<file path="config.mk">
export PLATFORM = sky130hd
export DESIGN_NAME = mem_port_arbiter
export DESIGN_NICKNAME = d
export VERILOG_FILES = /design/src/rtl/mem_port_arbiter_pkg.sv /design/src/rtl/mem_port_arbiter_rr_arb2.sv /design/src/rtl/mem_port_arbiter.sv
export SDC_FILE = /design/constraint.sdc
export NUM_CORES = 1
export LEC_CHECK = 0
export BUFFER_PORTS_ARGS = -buffer_cell sky130_fd_sc_hd__clkbuf_2
export CAP_MARGIN = 20
export CORE_AREA = 8 8 270 272
export CTS_BUF_LIST = sky130_fd_sc_hd__clkbuf_8
export CTS_CLUSTER_DIAMETER = 50
export DETAILED_ROUTE_END_ITERATION = 8
export DIE_AREA = 0 0 278 280
export GPL_TIMING_DRIVEN = 0
export PLACE_DENSITY = 0.51
export RECOVER_POWER = 100
export SLEW_MARGIN = 20
export SYNTH_ARGS = -nofsm -noshare
export SYNTH_HDL_FRONTEND = slang
export SYNTH_SLANG_ARGS = --single-unit
</file>
<file path="constraint.sdc">
create_clock -name clk -period 2.2 [get_ports clk]
set_input_delay 0.22 -clock clk [delete_from_list [all_inputs] [get_ports clk]]
set_output_delay 0.22 -clock clk [all_outputs]
set_load 0.03 [all_outputs]
</file>
<file path="src/rtl/mem_port_arbiter_pkg.sv">
// Purpose: shared types and widths for the memory-port arbiter.
//   arb_state_t : arbiter FSM states (IDLE -> ISSUE -> WAIT -> RESP)
//   owner_t     : which cache owns the outstanding line transaction
//   mem_req_t   : one line request as presented to main memory
package mem_port_arbiter_pkg;

  localparam int unsigned PADDR_WIDTH      = 20;
  localparam int unsigned CACHE_LINE_BYTES = 16;
  localparam int unsigned LINE_WIDTH       = CACHE_LINE_BYTES * 8;

  typedef enum logic [1:0] {
    StIdle,
    StIssue,
    StWait,
    StResp
  } arb_state_t;

  typedef enum logic [1:0] {
    OwnNone,
    OwnIc,
    OwnDc
  } owner_t;

  typedef struct packed {
    logic                    we;
    logic [PADDR_WIDTH-1:0]  addr;
    logic [LINE_WIDTH-1:0]   wdata;
  } mem_req_t;

endpackage

</file>
<file path="src/rtl/mem_port_arbiter_rr_arb2.sv">
// Purpose: 2-way round-robin picker for the memory-port arbiter.
// Ports:
//   clk, rst_n : clock, asynchronous active-low reset
//   req[1:0]   : request vector, bit 0 = icache, bit 1 = dcache
//   take       : the grant is consumed this cycle; updates the last-grant record
//   gnt[1:0]   : one-hot grant (combinational), all-zero when req is zero
module mem_port_arbiter_rr_arb2 (
  input  logic       clk,
  input  logic       rst_n,
  input  logic [1:0] req,
  input  logic       take,
  output logic [1:0] gnt
);

  // 0: icache was granted last (reset value), 1: dcache was granted last.
  logic last_dc;

  always_comb begin
    gnt = 2'b00;
    case (req)
      2'b01:   gnt = 2'b01;
      2'b10:   gnt = 2'b10;
      2'b11:   gnt = last_dc ? 2'b01 : 2'b10;
      default: gnt = 2'b00;
    endcase
  end

  always_ff @(posedge clk or negedge rst_n) begin
    if (!rst_n) begin
      last_dc <= 1'b0;
    end else if (take && (req != 2'b00)) begin
      last_dc <= gnt[1];
    end
  end

endmodule

</file>
<file path="src/rtl/mem_port_arbiter.sv">
// Purpose: shares the single main-memory line port between the icache refill path and the
//   dcache refill/write-back path. One line transaction is outstanding at a time; the
//   request is latched at grant, issued to memory, and the response routed back to its owner.
// Ports:
//   clk, rst_n                    : clock, asynchronous active-low reset
//   ic_req_valid/addr             : icache line read request (held until ic_resp_valid)
//   ic_resp_valid/data            : one-cycle refill pulse to the icache
//   dc_req_valid/we/addr/wdata    : dcache read or write-back request (held until dc_resp_valid)
//   dc_resp_valid/data            : one-cycle read data / write ack pulse to the dcache
//   mem_req_valid/ready/we/addr/wdata : request channel to memory
//   mem_resp_valid/data           : response pulse from memory
//   busy                          : a transaction is in flight
//   err_timeout                   : sticky, memory took TIMEOUT_CYC cycles or more to respond
module mem_port_arbiter
  import mem_port_arbiter_pkg::*;
#(
  parameter int unsigned PADDR_W     = PADDR_WIDTH,
  parameter int unsigned LINE_W      = LINE_WIDTH,
  parameter int unsigned TIMEOUT_CYC = 1024
) (
  input  logic              clk,
  input  logic              rst_n,
  input  logic              ic_req_valid,
  input  logic [PADDR_W-1:0] ic_req_addr,
  output logic              ic_resp_valid,
  output logic [LINE_W-1:0] ic_resp_data,
  input  logic              dc_req_valid,
  input  logic              dc_req_we,
  input  logic [PADDR_W-1:0] dc_req_addr,
  input  logic [LINE_W-1:0] dc_req_wdata,
  output logic              dc_resp_valid,
  output logic [LINE_W-1:0] dc_resp_data,
  output logic              mem_req_valid,
  input  logic              mem_req_ready,
  output logic              mem_req_we,
  output logic [PADDR_W-1:0] mem_req_addr,
  output logic [LINE_W-1:0] mem_req_wdata,
  input  logic              mem_resp_valid,
  input  logic [LINE_W-1:0] mem_resp_data,
  output logic              busy,
  output logic              err_timeout
);

  localparam int unsigned    CntW    = $clog2(TIMEOUT_CYC + 1);
  localparam logic [CntW-1:0] CntMax  = CntW'(TIMEOUT_CYC);
  localparam logic [CntW-1:0] CntLast = CntW'(TIMEOUT_CYC - 1);

  arb_state_t        state;
  owner_t            owner;
  logic [LINE_W-1:0] resp_data;
  logic [CntW-1:0]   wait_cnt;
  logic              take;
  logic [1:0]        gnt;

  // The response pulse leaves while the FSM is already back in IDLE and the owner still holds
  // req_valid during that pulse, so no grant may be taken in that cycle.
  assign take = (state == StIdle) && !ic_resp_valid && !dc_resp_valid;

  mem_port_arbiter_rr_arb2 u_rr_arb2 (
    .clk   (clk),
    .rst_n (rst_n),
    .req   ({dc_req_valid, ic_req_valid}),
    .take  (take),
    .gnt   (gnt)
  );

  assign ic_resp_data = resp_data;
  assign dc_resp_data = resp_data;

  always_ff @(posedge clk or negedge rst_n) begin
    if (!rst_n) begin
      state         <= StIdle;
      owner         <= OwnNone;
      mem_req_valid <= 1'b0;
      mem_req_we    <= 1'b0;
      mem_req_addr  <= '0;
      mem_req_wdata <= '0;
      resp_data     <= '0;
      ic_resp_valid <= 1'b0;
      dc_resp_valid <= 1'b0;
      wait_cnt      <= '0;
      busy          <= 1'b0;
      err_timeout   <= 1'b0;
    end else begin
      ic_resp_valid <= 1'b0;
      dc_resp_valid <= 1'b0;
      unique case (state)
        StIdle: begin
          if (take && gnt[0]) begin
            owner         <= OwnIc;
            mem_req_we    <= 1'b0;
            mem_req_addr  <= ic_req_addr;
            mem_req_wdata <= '0;
            mem_req_valid <= 1'b1;
            busy          <= 1'b1;
            state         <= StIssue;
          end else if (take && gnt[1]) begin
            owner         <= OwnDc;
            mem_req_we    <= dc_req_we;
            mem_req_addr  <= dc_req_addr;
            mem_req_wdata <= dc_req_wdata;
            mem_req_valid <= 1'b1;
            busy          <= 1'b1;
            state         <= StIssue;
          end
        end
        StIssue: begin
          if (mem_req_ready) begin
            mem_req_valid <= 1'b0;
            wait_cnt      <= '0;
            state         <= StWait;
          end
        end
        StWait: begin
          if (mem_resp_valid) begin
            resp_data <= mem_resp_data;
            state     <= StResp;
          end else if (wait_cnt != CntMax) begin
            // Saturating count; the error is flagged but the transaction keeps waiting.
            wait_cnt <= wait_cnt + CntW'(1);
            if (wait_cnt == CntLast) begin
              err_timeout <= 1'b1;
            end
          end
        end
        StResp: begin
          ic_resp_valid <= (owner == OwnIc);
          dc_resp_valid <= (owner == OwnDc);
          owner         <= OwnNone;
          wait_cnt      <= '0;
          busy          <= 1'b0;
          state         <= StIdle;
        end
        default: state <= StIdle;
      endcase
    end
  end

endmodule

</file>
==> out/results.env <==
FINAL_CORE_UTIL_PCT=31.0
SYNTH.AREA.TOP_CELLS='dfrtp_1, mux2_2, nand2_1'
SETUP.REG_TO_REG.WORST_SLACK_PS=120
GRT_BUSIEST_LAYER='met2'
YOSYS_WARN_COUNT=0
CLOCK_SINK_COUNT=298
SHARE_SEQ_OF_TOTAL_POWER_PCT=29.1
HOLD_WS_PS=149
CLASS_OF_THE_WORST_HOLD_PATH='in -> reg'
I_O_PIN_CNT=713
CELL_INTERNAL_PWR_mW=16.7
GLOBAL_ROUTE_MET3_USAGE_PCT=4.89
FINAL_LAYOUT_SIZE_SUFFIX_GT1_SHARE_PCT=30.4
INITIAL_UTILIZATION_PCT=18.6
SYNTH.LARGEST_AREA_CELL='dfrtp_1'
POST_SYNTH_INSTANCE_AREA_UM2=12800
NUMCTSBUFFERS=58
WORST_SETUP_PATH_START_KIND='flip-flop'
GRT_PASS1_WL_UM=88200
PLACE_WORST_SETUP_SLACK_PS=-713
FINAL_CELLS=3204
COMBINATIONALPOWERSHARE_PCT=54.8
FINALSETUPTNS_PS=0
CLOCK_TREE_BUFFER_DEPTH=3
GRT_OVERFLOW_TOTAL=0
POWER_SWITCHING_mW=17.5
CRIT_ARRIVAL_PS=2620
COMBINATIONAL_FAMILY_WITH_THE_MOST_AREA_AFTER_SYNTHESIS='simple AND/OR/NAND/NOR gates'
DIE-HEIGHT_UM=280
MOSTFREQUENTLAYOUTCELLS='clkbuf_1, clkbuf_2, dlygate4sd3_1, dfrtp_1, nand2_1'
DIE_WIDTH_UM=278
CTS_MAX_LEVEL=2
CTS-ROOT-BUF='clkbuf_8'
TIMING_WORST_SLEW_PIN_VALUE_PS=1190
CLK-INSERTION-DELAY-LATE_PS=640
VDD.IR_DROP.WORST_mV=0.758
YOSYS.AREA_SHARE.ADDER_PCT=0.682
XOR_XNOR_PORTION_OF_THE_SYNTHESIZED_CELL_AREA_PCT=0.0682
FP.DIEAREA_UM2=77800
ANTENNA_FOUND_INITIAL=11
FP-ROW-COUNT=97
STATIC-LEAKAGE-POWER_nW=10.2
WORST_EP_REQUIRED_TIME_PS=2740
PORT-BUFFER-COUNT=712
VIA_COUNT=13010
POST_SYNTH_MUX_AREA_SHARE_PCT=11.8
AREA_FRACTION_IN_COMPOUND_GATES_AFTER_SYNTHESIS_PCT=3.31
SYNTH_SEQ_AREA_SHARE_PCT=58.1
OUTCOME='finished clean'
SYNTH-MAIN-FF-CELL='dfrtp_1'
FIN_AREA_UM2=21300
ENDPOINT_KIND='flip-flop'
WORST_MAX_SLEW_MARGIN_EXPRESSED_RELATIVE_TO_THE_LIMIT_PCT=20.9
SETUP_WS_PS=122
DETAILEDROUTE.FIRSTITERATIONVIOLATIONS=503
P_CLK_SHARE_PCT=16.2
DRT-PASS1-ITER-COUNT=5
CAP_VIOL_MAX_COUNT=0
SLEW_VIOL_FINAL=0
P_SW_SHARE_PCT=51.2
WL_PER_CELL_UM=18.3
SYNTHDOMINANTCELLAREASHARE_PCT=58.1
YOSYS.AREA_SHARE.SIMPLE_PCT=15.9
HOLD_VIOLATIONS=0
LAYOUT_COMMONEST_CELL='clkbuf_1'
VIAS_PER_CELL=4.06
AREA_GROWTH_PCT=66.2
TRITONCTS_CLOCK_TREE='yes'
MET1_USAGE_PCT=15.1
DPL.HPWL_UM=45200
YOSYS_REGISTER_BITS=298
SYNTH.LIB_CELLS_USED.DISTINCT=44
POSTSYNTHCELLCOUNT=1192
GRTUSAGETOTAL_PCT=14.4
REPORT.POWER.TOTAL_mW=34.1
WORST_CLOCK_SKEW_PS=22.7
CLOCK.FMAX_GHz=0.481
DPL_CELL_AREA_UM2=17600
RSZ0062_AT_GRT='no'
ASYNC_RESET_FF_SHARE_PCT=100
FINALCRITPERIODSHARE_PCT=94.5
GP_ROUTABILITY_CONGESTION=0.949
PLACE.DETAILED.INSTANCES=2798
WORST_SETUP_HOLD_PATH_CLK_SLEW_PS=60
SYN_AREA_PER_CELL_UM2=10.8
FIN_CRIT_PS=2080
SYNTH_ENABLE_FLOP_CELLS=0
SETUP_VIOL=0
POWER-PER-CELL-AREA_nW_PER_UM2=1600
DRCVIOLATIONCOUNT=0
LARGEST_NET_DEGREE_AT_THE_START_OF_GLOBAL_ROUTING=84
WORST-PATH-MAX-FANOUT=7
GROUTE.LAYER.MET2.USAGE_PCT=26.5
DRT_WL_TOTAL_UM=58600
SETUP.WORST_PATH.CLASS='reg -> reg'
FINAL_ANTENNA_NET_COUNT=0
VIAS_IN_THE_FIRST_GLOBAL_ROUTE=14574
SYN-NUM-NETS=1502
FP.COREAREA_UM2=68900
FINAL_NET_COUNT=2578
[Yosys cell counts (2+ instances only)]
cell	count
ha_1	7
inv_1	10
nand2_1	288
or2_2	2
nand3_1	132
nor4b_1	2
nand4_1	4
nor4_1	3
dfrtp_1	298
a21oi_1	26
clkbuf_1	52
mux2_2	131
nor2_1	24
or3_1	3
buf_4	128
o211ai_1	2
nor3_1	2
o21ai_1	2
nand3b_1	2
o31ai_1	22
o21ai_0	4
o21a_1	2
mux2i_1	4
buf_2	19
nand2b_1	4
[layer usage]
layer	wire length, um	up-vias
met5	0	-
met2	30100	616
li1	-	6012
met1	21500	6244
met4	2200	0
met3	4770	138
[sequential cells by signal, summed over array words and instances (netlist names), 2 cells and up]
name	cells
wait_cnt	11
mem_req_wdata	128
mem_req_addr	20
dc_resp_data	128
owner	2
state	2
[logic make-up after synthesis]
| group | Yosys count |
|---|---|
| simple gates | 475 |
| flops | 298 |
| buf+inv | 210 |
| mux | 135 |
| compound gates | 66 |
| fa+ha+maj | 7 |
| xor+xnor | 1 |
[area by class of cell]
type | instances | area (um2)
Antenna cell | 4 | 10.0
Buffer | 200 | 1360
Clock buffer | 66 | 908
Clock inverter | 35 | 234
Fill cell | 7348 | 47600
Inverter | 10 | 37.5
Multi-Input combinational cell | 684 | 4110
Sequential cell | 298 | 7460
Tap cell | 891 | 1110
Timing Repair Buffer | 1016 | 6110
[repair_timing]
item	CTS	global route
setup endpoints to repair	273	126
pin swaps	0	0
setup buffers	0	1
gates resized for setup	48	22
endpoints found under the hold margin	337	0
hold buffers	300	0
[critical path, cell delays in order, from the launching register on]
cell and delay (ps):
dfrtp_1 380, clkbuf_1 150, ha_4 200, and2_0 140
buf_6 130, or4_4 510, or3_1 360, a21oi_1 140
[power by group through the flow]
stage	Sequential [mW]	Combinational (mW)	Clock, mW
final	9.93	18.7	5.52
after global placement	9.92	18.9	0
after floorplan	14.1	8.34	0
after global routing	10.3	19.9	6.08
after CTS	9.97	19.7	5.82
after detailed placement	10.0	19.1	0
[worst paths after layout]
check                                     start                            end  depth (start not counted)
max                        state[1]$_DFFE_PN0P_        wait_cnt[6]$_DFFE_PN0P_                          7
min                                ic_req_valid   mem_req_addr[19]$_DFFE_PN0P_                          4
max reg2reg                state[1]$_DFFE_PN0P_        wait_cnt[6]$_DFFE_PN0P_                          7
min reg2reg                owner[1]$_DFFE_PN0P_        ic_resp_valid$_DFF_PN0_                          1
max in group asynchronous                 rst_n   dc_resp_data[26]$_DFFE_PN0P_                          3
min in group asynchronous                 rst_n  mem_req_wdata[62]$_DFFE_PN0P_                          2
Power figures use the tool's default switching activity.
